**config.mk**
```make
export PLATFORM = sky130hd
export DESIGN_NAME = dso100fb_video_capture
export DESIGN_NICKNAME = d
export VERILOG_FILES = /design/src/rtl/dso100fb_video_capture.sv
export SDC_FILE = /design/constraint.sdc
export NUM_CORES = 1
export LEC_CHECK = 0
export CORE_ASPECT_RATIO = 1.2
export CORE_MARGIN = 2
export CORE_UTILIZATION = 52
export DETAILED_ROUTE_END_ITERATION = 8
export PLACE_DENSITY = 0.91
export SLEW_MARGIN = 0
export SYNTH_ARGS = -nofsm -noshare
export SYNTH_HDL_FRONTEND = slang
export SYNTH_SLANG_ARGS = --single-unit
```
**constraint.sdc**
```tcl
create_clock -name VIDCLK -period 4.4 [get_ports VIDCLK]
set_input_delay 0.44 -clock VIDCLK [delete_from_list [all_inputs] [get_ports VIDCLK]]
set_output_delay 0.44 -clock VIDCLK [all_outputs]
set_load 0.1 [all_outputs]
```
**src/rtl/dso100fb_video_capture.sv**
```systemverilog
// Receive side of the parallel video port: samples RGB video, aligns it to
// frame start and pushes active pixels into the pixel FIFO with SOF/EOL tags.
module dso100fb_video_capture #(
    parameter int DATA_WIDTH = 32,
    parameter bit HSYNC_POL  = 1'b1,
    parameter bit VSYNC_POL  = 1'b1,
    parameter int H_ACTIVE   = 800,
    parameter int V_ACTIVE   = 480,
    parameter int CNT_WIDTH  = 12
) (
    input  logic                  VIDCLK,
    input  logic                  RST,
    input  logic                  CAPTURE_EN,
    input  logic                  ERR_CLR,
    input  logic [DATA_WIDTH-1:0] VID_DATA,
    input  logic                  VID_DE,
    input  logic                  VID_HSYNC,
    input  logic                  VID_VSYNC,
    input  logic                  FIFO_FULL,
    output logic                  FIFO_WRITE,
    output logic [DATA_WIDTH-1:0] FIFO_DATA,
    output logic                  FIFO_SOF,
    output logic                  FIFO_EOL,
    output logic                  FRAME_DONE,
    output logic                  OVERFLOW,
    output logic                  GEOM_ERR,
    output logic [CNT_WIDTH-1:0]  LINE_COUNT
);

    typedef enum logic [1:0] {
        IDLE,
        WAIT,
        ACTIVE,
        DROP
    } state_t;

    localparam logic [CNT_WIDTH:0]   H_EXP   = (CNT_WIDTH+1)'(H_ACTIVE);
    localparam logic [CNT_WIDTH-1:0] V_EXP   = CNT_WIDTH'(V_ACTIVE);
    localparam logic [CNT_WIDTH-1:0] CNT_ONE = CNT_WIDTH'(1);

    state_t state_q, state_d;

    logic [DATA_WIDTH-1:0] s1_data_q, s2_data_q;
    logic                  s1_de_q, s2_de_q;
    logic                  s1_vs_q, s2_vs_q;

    logic [CNT_WIDTH-1:0]  x_q, x_d, y_q, y_d;
    logic [CNT_WIDTH-1:0]  x_sat, y_sat;
    logic [CNT_WIDTH:0]    x_len;

    logic                  wr_q, wr_d;
    logic [DATA_WIDTH-1:0] data_q, data_d;
    logic                  sof_q, sof_d;
    logic                  eol_q, eol_d;
    logic                  done_q, done_d;
    logic                  ovf_q, ovf_d;
    logic                  geom_q, geom_d;
    logic                  ovf_set, geom_set;

    logic                  fs, eol;
    logic                  unused_hsync;

    // HSYNC carries timing only; the capture path frames on DE and VSYNC.
    assign unused_hsync = VID_HSYNC ^ HSYNC_POL;

    assign fs    = s1_vs_q & ~s2_vs_q;
    assign eol   = s2_de_q & ~s1_de_q;
    assign x_len = {1'b0, x_q} + {{CNT_WIDTH{1'b0}}, 1'b1};
    assign x_sat = (&x_q) ? x_q : x_len[CNT_WIDTH-1:0];
    assign y_sat = (&y_q) ? y_q : y_q + CNT_ONE;

    always_ff @(posedge VIDCLK or posedge RST) begin
        if (RST) begin
            s1_data_q <= '0;
            s2_data_q <= '0;
            s1_de_q   <= 1'b0;
            s2_de_q   <= 1'b0;
            s1_vs_q   <= 1'b0;
            s2_vs_q   <= 1'b0;
            state_q   <= IDLE;
            x_q       <= '0;
            y_q       <= '0;
            wr_q      <= 1'b0;
            data_q    <= '0;
            sof_q     <= 1'b0;
            eol_q     <= 1'b0;
            done_q    <= 1'b0;
            ovf_q     <= 1'b0;
            geom_q    <= 1'b0;
        end else begin
            s1_data_q <= VID_DATA;
            s2_data_q <= s1_data_q;
            s1_de_q   <= VID_DE;
            s2_de_q   <= s1_de_q;
            s1_vs_q   <= (VID_VSYNC == VSYNC_POL);
            s2_vs_q   <= s1_vs_q;
            state_q   <= state_d;
            x_q       <= x_d;
            y_q       <= y_d;
            wr_q      <= wr_d;
            data_q    <= data_d;
            sof_q     <= sof_d;
            eol_q     <= eol_d;
            done_q    <= done_d;
            ovf_q     <= ovf_d;
            geom_q    <= geom_d;
        end
    end

    always_comb begin
        state_d  = state_q;
        x_d      = x_q;
        y_d      = y_q;
        wr_d     = 1'b0;
        data_d   = data_q;
        sof_d    = 1'b0;
        eol_d    = 1'b0;
        done_d   = 1'b0;
        ovf_set  = 1'b0;
        geom_set = 1'b0;

        unique case (state_q)
            IDLE: begin
                if (CAPTURE_EN) state_d = WAIT;
            end
            WAIT: begin
                if (fs) state_d = CAPTURE_EN ? ACTIVE : IDLE;
            end
            ACTIVE: begin
                if (fs) begin
                    done_d   = 1'b1;
                    geom_set = (y_q != V_EXP);
                    state_d  = CAPTURE_EN ? ACTIVE : IDLE;
                end else if (s2_de_q) begin
                    if (FIFO_FULL) begin
                        ovf_set = 1'b1;
                        state_d = DROP;
                    end else begin
                        wr_d   = 1'b1;
                        data_d = s2_data_q;
                        sof_d  = (x_q == '0) && (y_q == '0);
                        eol_d  = eol;
                        if (y_q >= V_EXP) geom_set = 1'b1;
                        if (eol) begin
                            if (x_len != H_EXP) geom_set = 1'b1;
                            x_d = '0;
                            y_d = y_sat;
                        end else begin
                            x_d = x_sat;
                        end
                    end
                end
            end
            DROP: begin
                if (fs) state_d = CAPTURE_EN ? ACTIVE : IDLE;
            end
            default: state_d = IDLE;
        endcase

        // Every frame start restarts geometry tracking.
        if (fs) begin
            x_d = '0;
            y_d = '0;
        end

        // A new error in the same cycle as ERR_CLR keeps the flag set.
        ovf_d  = (ovf_q & ~ERR_CLR) | ovf_set;
        geom_d = (geom_q & ~ERR_CLR) | geom_set;
    end

    assign FIFO_WRITE = wr_q;
    assign FIFO_DATA  = data_q;
    assign FIFO_SOF   = sof_q;
    assign FIFO_EOL   = eol_q;
    assign FRAME_DONE = done_q;
    assign OVERFLOW   = ovf_q;
    assign GEOM_ERR   = geom_q;
    assign LINE_COUNT = y_q;

endmodule

```
# == Yosys cells after proc, flatten, opt, wreduce, memory -nomap -nowiden ==
# Cells that the tools add are included.
# totals
regBits,132
latch_bits,0
ram_bits,0
romBits,0
memories,0
# op_classes
addsub,2
mul,0
n_div,0
magnitude_cmp,1
n_eq_ne,12
n_shift,0
n_mux,44
n_bitwise,11
reduce_logical,14
# ops
cell,n
$mux 12,12
$mux 1,25
$logic_not 12->1,2
$reduce_and 12->1,2
$add 12x1->13 const B,1
$ne 13x10->1 const B,1
$add 12x1->12 const B,1
$ge 12x9->1 const B,1
$mux 2,6
$ne 12x9->1 const B,1
$reduce_and 4->1,3
$ne 3x3->1 const B,3
$pmux 2 s3,1
$reduce_bool 2->1,3
$not 1->1,5
$reduce_and 5->1,1
$and 1x1->1,4
$eq 2x2->1 const B,2
$ne 2x1->1 const B,2
$ne 2x2->1 const B,2
$eq 2x1->1 const B,1
$logic_not 2->1,1
$or 1x1->1,2
$reduce_or 2->1,1
$logic_and 1x1->1,1

# == Logic depth before layout (Yosys ltp) ==
# Gate-level depths: netlist (run 1).
# logic_depth
word_depth,9
ltp_mapped,7

# == Least setup slack after synthesis (run 1) ==
# No wires, ideal clock.
# synth_timing
path_kind,register to register
startpoint,register y_q[5] (netlist: LINE_COUNT[5])
endpoint,register y_q[9] (netlist: LINE_COUNT[9])
setup_time_ns,0.077
t_arrival_ns,2.359
required_ns,4.323
path_slack_ns,1.964
path_stages_with_launch,7
path_buffers,1
synth_period_minus_slack_ns,2.436
cell_sequence,dfrtp_1 clkbuf_2 nand4_4 nor4b_4 a31o_2 o41ai_1 a21oi_1
# synth_via
elab_chain_len,7
# synth_lines
item,line,rtl
start: declaration,47,"logic [CNT_WIDTH-1:0] x_q, x_d, y_q, y_d;"
start signal: assignment,99,y_q <= y_d;
$add 12x1->12,70,assign y_sat = (&y_q) ? y_q : y_q + CNT_ONE;
$mux 12,70,
$mux 12,144,if (eol) begin
$mux 12,135,if (FIFO_FULL) begin
$mux 12,134,end else if (s2_de_q) begin
$mux 12,122,unique case (state_q)
$mux 12,161,if (fs) begin
# Several ways; a longest one is shown, not always the timed one. The select of a mux whose other input is x is not followed.
# A chain may end at the register's enable or synchronous reset.

# == Final worst setup path (run 1) ==
# layout_timing
startpoint,register y_q[5] (netlist: LINE_COUNT[5])
endpoint,output LINE_COUNT[5]
# layout_rtl
item,line,rtl
end: declaration,27,output logic [CNT_WIDTH-1:0] LINE_COUNT
# No word-level cell between the ends.

==> run summary, run 1 <==
GRT Overall Usage - 23.7%
drt initial violations - 341
Crit. End Element - output port
pre-CTS setup slack - 1.95 ns
crit-path cells - clkdlybuf4s50_1
Die X - 92.1 µm
max cap viols - 0
die area - 0.0101 mm²
critical path peak fanout - 8
WL per Instance - 17.2 µm
Pre-antenna DRT Iters - 5
setup_tns - 0 ns
Skew-Pair Late Insertion Delay - 0.53 ns
Slew HR - 31.8%
Period minus WS final - 2.71 ns
most frequent cell after synthesis - dfrtp_1
Mapped Avg Cell Area - 11.6 µm²
NumNets Final - 554
antenna-violating nets left - 0
number of synthesis warnings - 0
hold path startpoint - VID_DATA[0]
Syn Nets - 461
R2R Setup Slk - 2.11 ns
critical path class - reg -> out
Detail Placement HPWL - 6650 µm
Post-synth EDFFs - 0
placed cell count - 611
Die H - 110 µm
#FFs+latches synth - 132
final hold vios - 0
hold buffers post-CTS - 0
worst hold-check path type - in -> reg
CTS buffer count - 17
Worst Tran Pin Value - 1.02 ns
number of buffers and inverters on the critical path - 1
pin count of the biggest net entering global routing - 80
Worst Hold End - s1_data_q[0]
FF-to-FF Start - s1_vs_q
CP Data Required Time - 3.96 ns
Seq/Total Area, Yosys - 68.1%
Syn-to-layout area delta - 32.1%
ant diodes - 0
first-pass GRT wire length - 18100 µm
post_cts resized - 0
top cell type's share of synthesized area - 68.1%
CTS tree - built
H-tree levels - 4
CP startpoint kind - flip-flop
clk buf depth - 2
status - completed
RSZ-0062 raised after global routing - no
starting density of the core - 53.7%
CP max stage cell - clkdlybuf4s50_1
# DRC - 0
initial antenna violation count - 0
Tcrit/Tclk final - 61.6%
hold path cells - 1
final setup margin - 1.69 ns
share of post-route cells with drive strength above 1 - 8.80%
Routed WL - 11100 µm
Largest delay share family, worst path - buffers and inverters
FMAX - 0.369 GHz
Worst Path Arrival - 2.27 ns
clock root cell - clkbuf_8
synthesized area - 0.00485 mm²
drt via density - 5.52
GRT overflow - 0
Core ar. - 0.00903 mm²
num ports - 90
Worst Skew - 0.00538 ns
num rows - 38
Syn Inst Count - 417
final core utilization - 70.9%
Critical R2R Capture - LINE_COUNT[7]
asr flop ratio synth - 100%
largest cells by area after synthesis - dfrtp_1 68%, nand2_1 9.2%, nor2_1 1.7%, a21oi_1 1.4%, xnor2_1 1.1%
Pleak - 2.89 nW
Max Slew Vio Count - 0
Layout Cells excl Fill - 643
I/O Buffers - 88
dominant synthesized flop cell - dfrtp_1
post-CTS setup repair buffer count - 0
Reg clk slew, reported paths - 0.06 ns
Setup violations, final - 0
maximum VDD drop - 867 µV
clk sinks - 132
Crit path largest cell delay - 1.20 ns
worst r2r path cells - 5
vias in the first global route - 3686
via count - 3549
Placer Congestion - 0.885
Power Dens Cells - 750 mW/mm²
Yosys top cell by area - dfrtp_1
synth cell count leaders - 132 x dfrtp_1, 119 x nand2_1, 22 x nor2_1
Yosys cell types - 56
==> cell families (layout without fill, tap and decap cells) <==
logic type	count (synthesis)	in the layout	synth area share [%]
AND/OR/NAND/NOR	187	187	18.1
AO/OA/AOI/OAI	58	58	8.41
adder cells (fa/ha/maj)	4	4	1.03
flip-flops	132	132	68.1
buffers and inverters	28	134	2.84
XOR/XNOR	8	8	1.45
==> stage by stage <==
stage	cell area (µm²)	hold slack [ns]	power, W
3_5_place_dp	5810	0.335	0.00339
3_3_place_gp	5810	0.332	0.00334
5_1_grt	6410	0.336	0.00496
2_1_floorplan	4850	0.331	0.00292
4_1_cts	6410	0.333	0.00483
6_report	6410	0.347	0.00481
==> placed cells by master, fill, tap and decap left out, types with 3 or more instances in the layout <==
cell type,count
buf_4,3
a21oi_1,14
or3_1,3
ha_1,4
clkinv_4,7
nand2_1,119
clkdlybuf4s50_1,88
nor4_1,6
bufinv_16,3
clkbuf_16,16
nor2_1,22
o21ai_0,10
o41ai_1,3
nor3_1,6
dfrtp_1,132
nand4_1,3
xnor2_1,6
nor4b_1,3
a31oi_1,6
inv_1,10
nand3_1,8
o31ai_1,3
==> layout make-up <==
type	instances	area, µm²
sequential	132	3300
fill	589	2630
multi-input combinational	257	1410
timing repair buffer	91	903
clock buffer	18	418
clock inverter	14	180
tap	120	150
inverter	11	43.8
==> state kept, by name (all words and copies together), names as in the netlist <==
signal and count:
FIFO_SOF 1, FRAME_DONE 1, FIFO_WRITE 1, s1_de_q 1, x_q 12, s1_data_q 32, s2_de_q 1, s2_vs_q 1
s1_vs_q 1, OVERFLOW 1, state_q 2, FIFO_EOL 1, FIFO_DATA 32, s2_data_q 32, LINE_COUNT 12, GEOM_ERR 1
==> worst max-delay path by stage <==
stage                  startpoint            end  slack [ns]  cells past startpoint
floorplan                     RST   FIFO_DATA[0]        0.43                      1
global placement        FIFO_FULL  LINE_COUNT[7]        2.05                      6
detailed placement      FIFO_FULL  LINE_COUNT[7]        1.95                      6
CTS                 LINE_COUNT[6]  LINE_COUNT[6]        1.67                      1
global route        LINE_COUNT[6]  LINE_COUNT[6]        1.63                      1
finish              LINE_COUNT[5]  LINE_COUNT[5]        1.69                      1
==> power by group <==
| group | internal [W] | switching [W] | leakage [nW] | total, W |
|---|---|---|---|---|
| clock | 0.000869 | 0.000543 | 0.286 | 0.00141 |
| combinational | 0.000389 | 0.00142 | 0.978 | 0.00181 |
| sequential | 0.00142 | 0.000165 | 1.63 | 0.00158 |
==> routing by layer <==
metal	wire (µm)	share of wire [%]	vias up	track usage, %
met5	0	0	-	0
met4	248	2.2	0	10.7
met3	832	7.5	27	7.81
met2	5720	52	175	39.8
met1	4250	38	1750	28.1
li1	-	-	1597	-
No activity file was read; power rests on OpenSTA's default activity.
==> run 2, diff against run 1 <==
==> constraint.sdc (replaced) <==
create_clock -name VIDCLK -period 2.52 [get_ports VIDCLK]
set_input_delay 0.252 -clock VIDCLK [delete_from_list [all_inputs] [get_ports VIDCLK]]
set_output_delay 0.252 -clock VIDCLK [all_outputs]
set_load 0.1 [all_outputs]
==> run 2 against run 1 <==
Effect of this change: setup slack worse by 1.3 ns; core utilization down 0.46 points; count of clock-buffer cells in the layout unchanged; via count down 0.42%; critical path depth up 5; hold slack worse by 0.20 ns; routed wire length down 5.1%; die area unchanged; clock power up 75%; critical path type is now reg -> reg.
==> run summary, run 2 (synthesis gave the netlist of run 1 again) <==
status - completed
Worst Skew - 0.0113 ns
Pleak - 3.01 nW
RSZ-0062 raised after global routing - no
commonest non-fill, non-tap cell in the layout - dfrtp_1
WL per Instance - 16.1 µm
pre-CTS setup slack - 0.351 ns
Slew HR - 61.7%
final setup margin - 0.394 ns
share of post-route cells with drive strength above 1 - 19.6%
Worst Path Arrival - 2.50 ns
post_cts resized - 0
critical path class - reg -> reg
clk buf depth - 2
num rows - 38
H-tree levels - 4
Critical R2R Capture - x_q[6]
starting density of the core - 53.7%
maximum VDD drop - 1250 µV
Core ar. - 0.00903 mm²
first-pass GRT wire length - 17500 µm
NumNets Final - 561
max cap viols - 0
GRT Overall Usage - 22.7%
vias in the first global route - 3705
Tcrit/Tclk final - 84.4%
initial antenna violation count - 0
Placer Congestion - 0.927
worst r2r path cells - 6
Max Slew Vio Count - 0
hold buffers post-CTS - 0
clk sinks - 132
drt via density - 5.44
post-CTS setup repair buffer count - 0
CP startpoint kind - flip-flop
Worst Tran Pin Value - 0.573 ns
setup_tns - 0 ns
Crit. End Element - flip-flop
drt initial violations - 368
CP Data Required Time - 2.90 ns
clock root cell - clkbuf_8
# DRC - 0
Pre-antenna DRT Iters - 5
Skew-Pair Late Insertion Delay - 0.51 ns
Power Dens Cells - 1300 mW/mm²
FMAX - 0.470 GHz
most frequent cells in the layout - 132 x dfrtp_1, 119 x nand2_1, 58 x buf_4, 38 x clkdlybuf4s50_1, 22 x nor2_1
num ports - 90
Period minus WS final - 2.13 ns
antenna-violating nets left - 0
pin count of the biggest net entering global routing - 38
R2R Setup Slk - 0.39 ns
I/O Buffers - 88
ant diodes - 0
final hold vios - 0
CTS buffer count - 17
Routed WL - 10500 µm
Reg clk slew, reported paths - 0.06 ns
Setup violations, final - 0
Die X - 92.1 µm
Die H - 110 µm
worst hold-check path type - in -> async
FF-to-FF Start - x_q[1]
critical path peak fanout - 7
via count - 3534
Syn-to-layout area delta - 31.3%
die area - 0.0101 mm²
GRT overflow - 0
Detail Placement HPWL - 6890 µm
CTS tree - built
==> run 2: changes by cell type in the layout (fill, tap and decap cells not counted), sizes merged <==
| cell | delta |
|---|---|
| clkdlybuf4s50 | -50 |
| buf | +57 |
| clkinvlp | +2 |
| inv | +2 |
| clkinv | -4 |
==> run 2: metal layers <==
| metal | wire length, µm | GRT usage (%) | part of all wire [%] | up-vias |
|---|---|---|---|---|
| met1 | 4120 | 27.2 | 39 | 1718 |
| met5 | 0 | 0 | 0 | - |
| met4 | 286 | 11.0 | 2.7 | 0 |
| li1 | - | - | - | 1616 |
| met3 | 738 | 7.27 | 7.0 | 31 |
| met2 | 5360 | 37.4 | 51 | 169 |
==> run 2: report_power, final <==
part	internal, W	switching [W]	leakage [nW]
Sequential	0.00248	0.000264	1.63
Combinational	0.000600	0.00247	1.09
Clock	0.00154	0.000925	0.289
==> run 2: worst max path at each step <==
stage,startpoint,endpoint,cells after the start
finish,x_q[1],x_q[6],6
global placement,FIFO_FULL,LINE_COUNT[7],6
floorplan,LINE_COUNT[5],LINE_COUNT[9],6
global route,x_q[1],GEOM_ERR,6
CTS,x_q[1],x_q[6],6
detailed placement,FIFO_FULL,LINE_COUNT[7],6
==> run 2: layout make-up <==
type                            count  area [µm²]
Fill cell                         625        2670
Timing Repair Buffer               98         856
Tap cell                          120         150
Clock inverter                     14         175
Multi-Input combinational cell    257        1410
Sequential cell                   132        3300
Clock buffer                       18         428
Inverter                           11        45.0
==> run 2: critical path, stage by stage (launching register included) <==
cell and delay, ns:
dfrtp_1 0.42, ha_1 0.31, nand4_2 0.20, or3_1 0.52, nor3b_2 0.25, a31oi_1 0.22, a31oi_1 0.06
==> run 2: through the flow <==
| stage | hold WS, ns | instances | area (µm²) | util (%) | power, W |
|---|---|---|---|---|---|
| 6_report | 0.145 | 650 | 6360 | 70.5 | 0.00828 |
| 5_1_grt | 0.156 | 650 | 6360 | 70.5 | 0.00859 |
| 4_1_cts | 0.156 | 650 | 6360 | 70.5 | 0.00833 |
| 3_5_place_dp | 0.335 | 618 | 5760 | 63.8 | 0.00583 |
| 3_3_place_gp | 0.332 | 618 | 5760 | 63.8 | 0.00575 |
| 2_1_floorplan | 0.283 | 417 | 4850 | - | 0.00510 |
==> run 3, diff against run 2 <==
--- a/config.mk
+++ b/config.mk
@@ -7,9 +7,9 @@
 export LEC_CHECK = 0
 export CORE_ASPECT_RATIO = 1.2
 export CORE_MARGIN = 2
-export CORE_UTILIZATION = 52
+export CORE_UTILIZATION = 47
 export DETAILED_ROUTE_END_ITERATION = 8
-export PLACE_DENSITY = 0.91
+export PLACE_DENSITY = 0.87
 export SLEW_MARGIN = 0
 export SYNTH_ARGS = -nofsm -noshare
 export SYNTH_HDL_FRONTEND = slang
==> constraint.sdc (replaced) <==
create_clock -name VIDCLK -period 1.9 [get_ports VIDCLK]
set_input_delay 0.19 -clock VIDCLK [delete_from_list [all_inputs] [get_ports VIDCLK]]
set_output_delay 0.19 -clock VIDCLK [all_outputs]
set_load 0.1 [all_outputs]
==> run 3 against run 2 <==
Effect of this change: clock power increased by 41%; combinational power grew 38%; total power rose by 37%; register-to-register slack worse by 0.35 ns; non-clock buffer count is 22 higher; first-iteration DRC count shrank 4.3%; critical path type unchanged; highest routed layer unchanged.
==> run summary, run 3 (synthesis gave the netlist of run 1 again) <==
num ports - 90
Core ar. - 0.0100 mm²
Pre-antenna DRT Iters - 5
Placer Congestion - 1.03
hold buffers post-CTS - 0
GRT overflow - 0
critical path peak fanout - 4
# DRC - 0
pin count of the biggest net entering global routing - 55
Routed WL - 11500 µm
max cap viols - 0
share of post-route cells with drive strength above 1 - 26.4%
drt initial violations - 352
CTS buffer count - 17
via count - 3703
first-pass GRT wire length - 18700 µm
clk sinks - 132
worst r2r path cells - 6
status - completed
Period minus WS final - 1.86 ns
final setup margin - 0.0422 ns
Critical R2R Capture - LINE_COUNT[10]
Skew-Pair Late Insertion Delay - 0.41 ns
drt via density - 5.46
H-tree levels - 4
clock root cell - clkbuf_16
final hold vios - 0
Slew HR - 67.2%
Max Slew Vio Count - 0
starting density of the core - 48.4%
FF-to-FF Start - state_q[0]
FMAX - 0.538 GHz
commonest non-fill, non-tap cell in the layout - dfrtp_1
Die H - 115 µm
Worst Skew - 0.0129 ns
CP startpoint kind - flip-flop
num rows - 40
Tcrit/Tclk final - 97.8%
I/O Buffers - 88
critical path class - reg -> reg
clk buf depth - 2
R2R Setup Slk - 0.04 ns
Setup violations, final - 0
ant diodes - 0
Worst Path Arrival - 2.15 ns
setup_tns - 0 ns
Power Dens Cells - 1710 mW/mm²
Detail Placement HPWL - 7340 µm
Crit. End Element - flip-flop
Reg clk slew, reported paths - 0.06 ns
initial antenna violation count - 0
pre-CTS setup slack - -0.178 ns
WL per Instance - 17.0 µm
GRT Overall Usage - 21.8%
worst hold-check path type - in -> async
antenna-violating nets left - 0
vias in the first global route - 3870
Pleak - 3.13 nW
maximum VDD drop - 2090 µV
Die X - 96.7 µm
Worst Tran Pin Value - 0.485 ns
Syn-to-layout area delta - 37.0%
most frequent cells in the layout - 120 x dfrtp_1, 119 x nand2_1, 80 x buf_4, 38 x clkdlybuf4s50_1, 22 x nor2_1
die area - 0.0111 mm²
CTS tree - built
NumNets Final - 583
CP Data Required Time - 2.19 ns
-- run 3: power breakdown --
part,internal [W],total [W],switching [W]
Sequential,0.00329,0.00364,0.000353
Combinational,0.000870,0.00423,0.00336
Clock,0.00231,0.00348,0.00118
Total,0.00646,0.0114,0.00490
-- run 3: through the flow --
step	instance area (µm²)	cells	total power, W	hold WS (ns)	utilization, %
2_1_floorplan	4880	417	0.00677	0.221	-
3_3_place_gp	5940	645	0.00772	0.333	59.4
3_5_place_dp	5940	645	0.00784	0.335	59.4
4_1_cts	6590	677	0.0114	0.107	65.8
5_1_grt	6640	678	0.0118	0.130	66.4
6_report	6640	678	0.0114	0.109	66.4
-- run 3: worst max path at each step --
stage | from | to | slack (ns)
6_report | state_q[0] | LINE_COUNT[10] | 0.04
5_1_grt | state_q[0] | LINE_COUNT[10] | -0.07
4_1_cts | x_q[1] | GEOM_ERR | 0.02
3_5_place_dp | FIFO_FULL | LINE_COUNT[10] | -0.18
3_3_place_gp | FIFO_FULL | LINE_COUNT[5] | -0.08
2_1_floorplan | LINE_COUNT[5] | LINE_COUNT[9] | -0.18
-- run 3: area by class of cell --
class                      instances  area (µm²)
clock buffer                      21         470
fill                             666        3370
multi-input combinational        257        1460
tap                              126         158
sequential                       132        3320
inverter                          11        45.0
clock inverter                    11         173
timing repair buffer             120        1020
-- run 3: worst max-delay path, stage by stage, from the launching register on --
cell	delay, ns
dfrtp_1	0.37
nand4bb_1	0.22
o21a_2	0.29
buf_4	0.16
nor4b_1	0.48
xnor2_1	0.17
nor2_1	0.05
-- run 3: what timing repair did --
action | 4_1_cts | 5_1_grt
gates resized for setup | 0 | 11
endpoints found under the setup margin | 0 | 6
setup buffers | 0 | 1
-- run 3: routing by layer --
layer	routed length [µm]	share of wire, %	up-vias	global-route usage, %
met1	4390	38	1840	24.5
li1	-	-	1666	-
met5	0	0	-	0
met2	6130	53	162	38.4
met3	678	5.9	35	6.93
met4	308	2.7	0	9.48
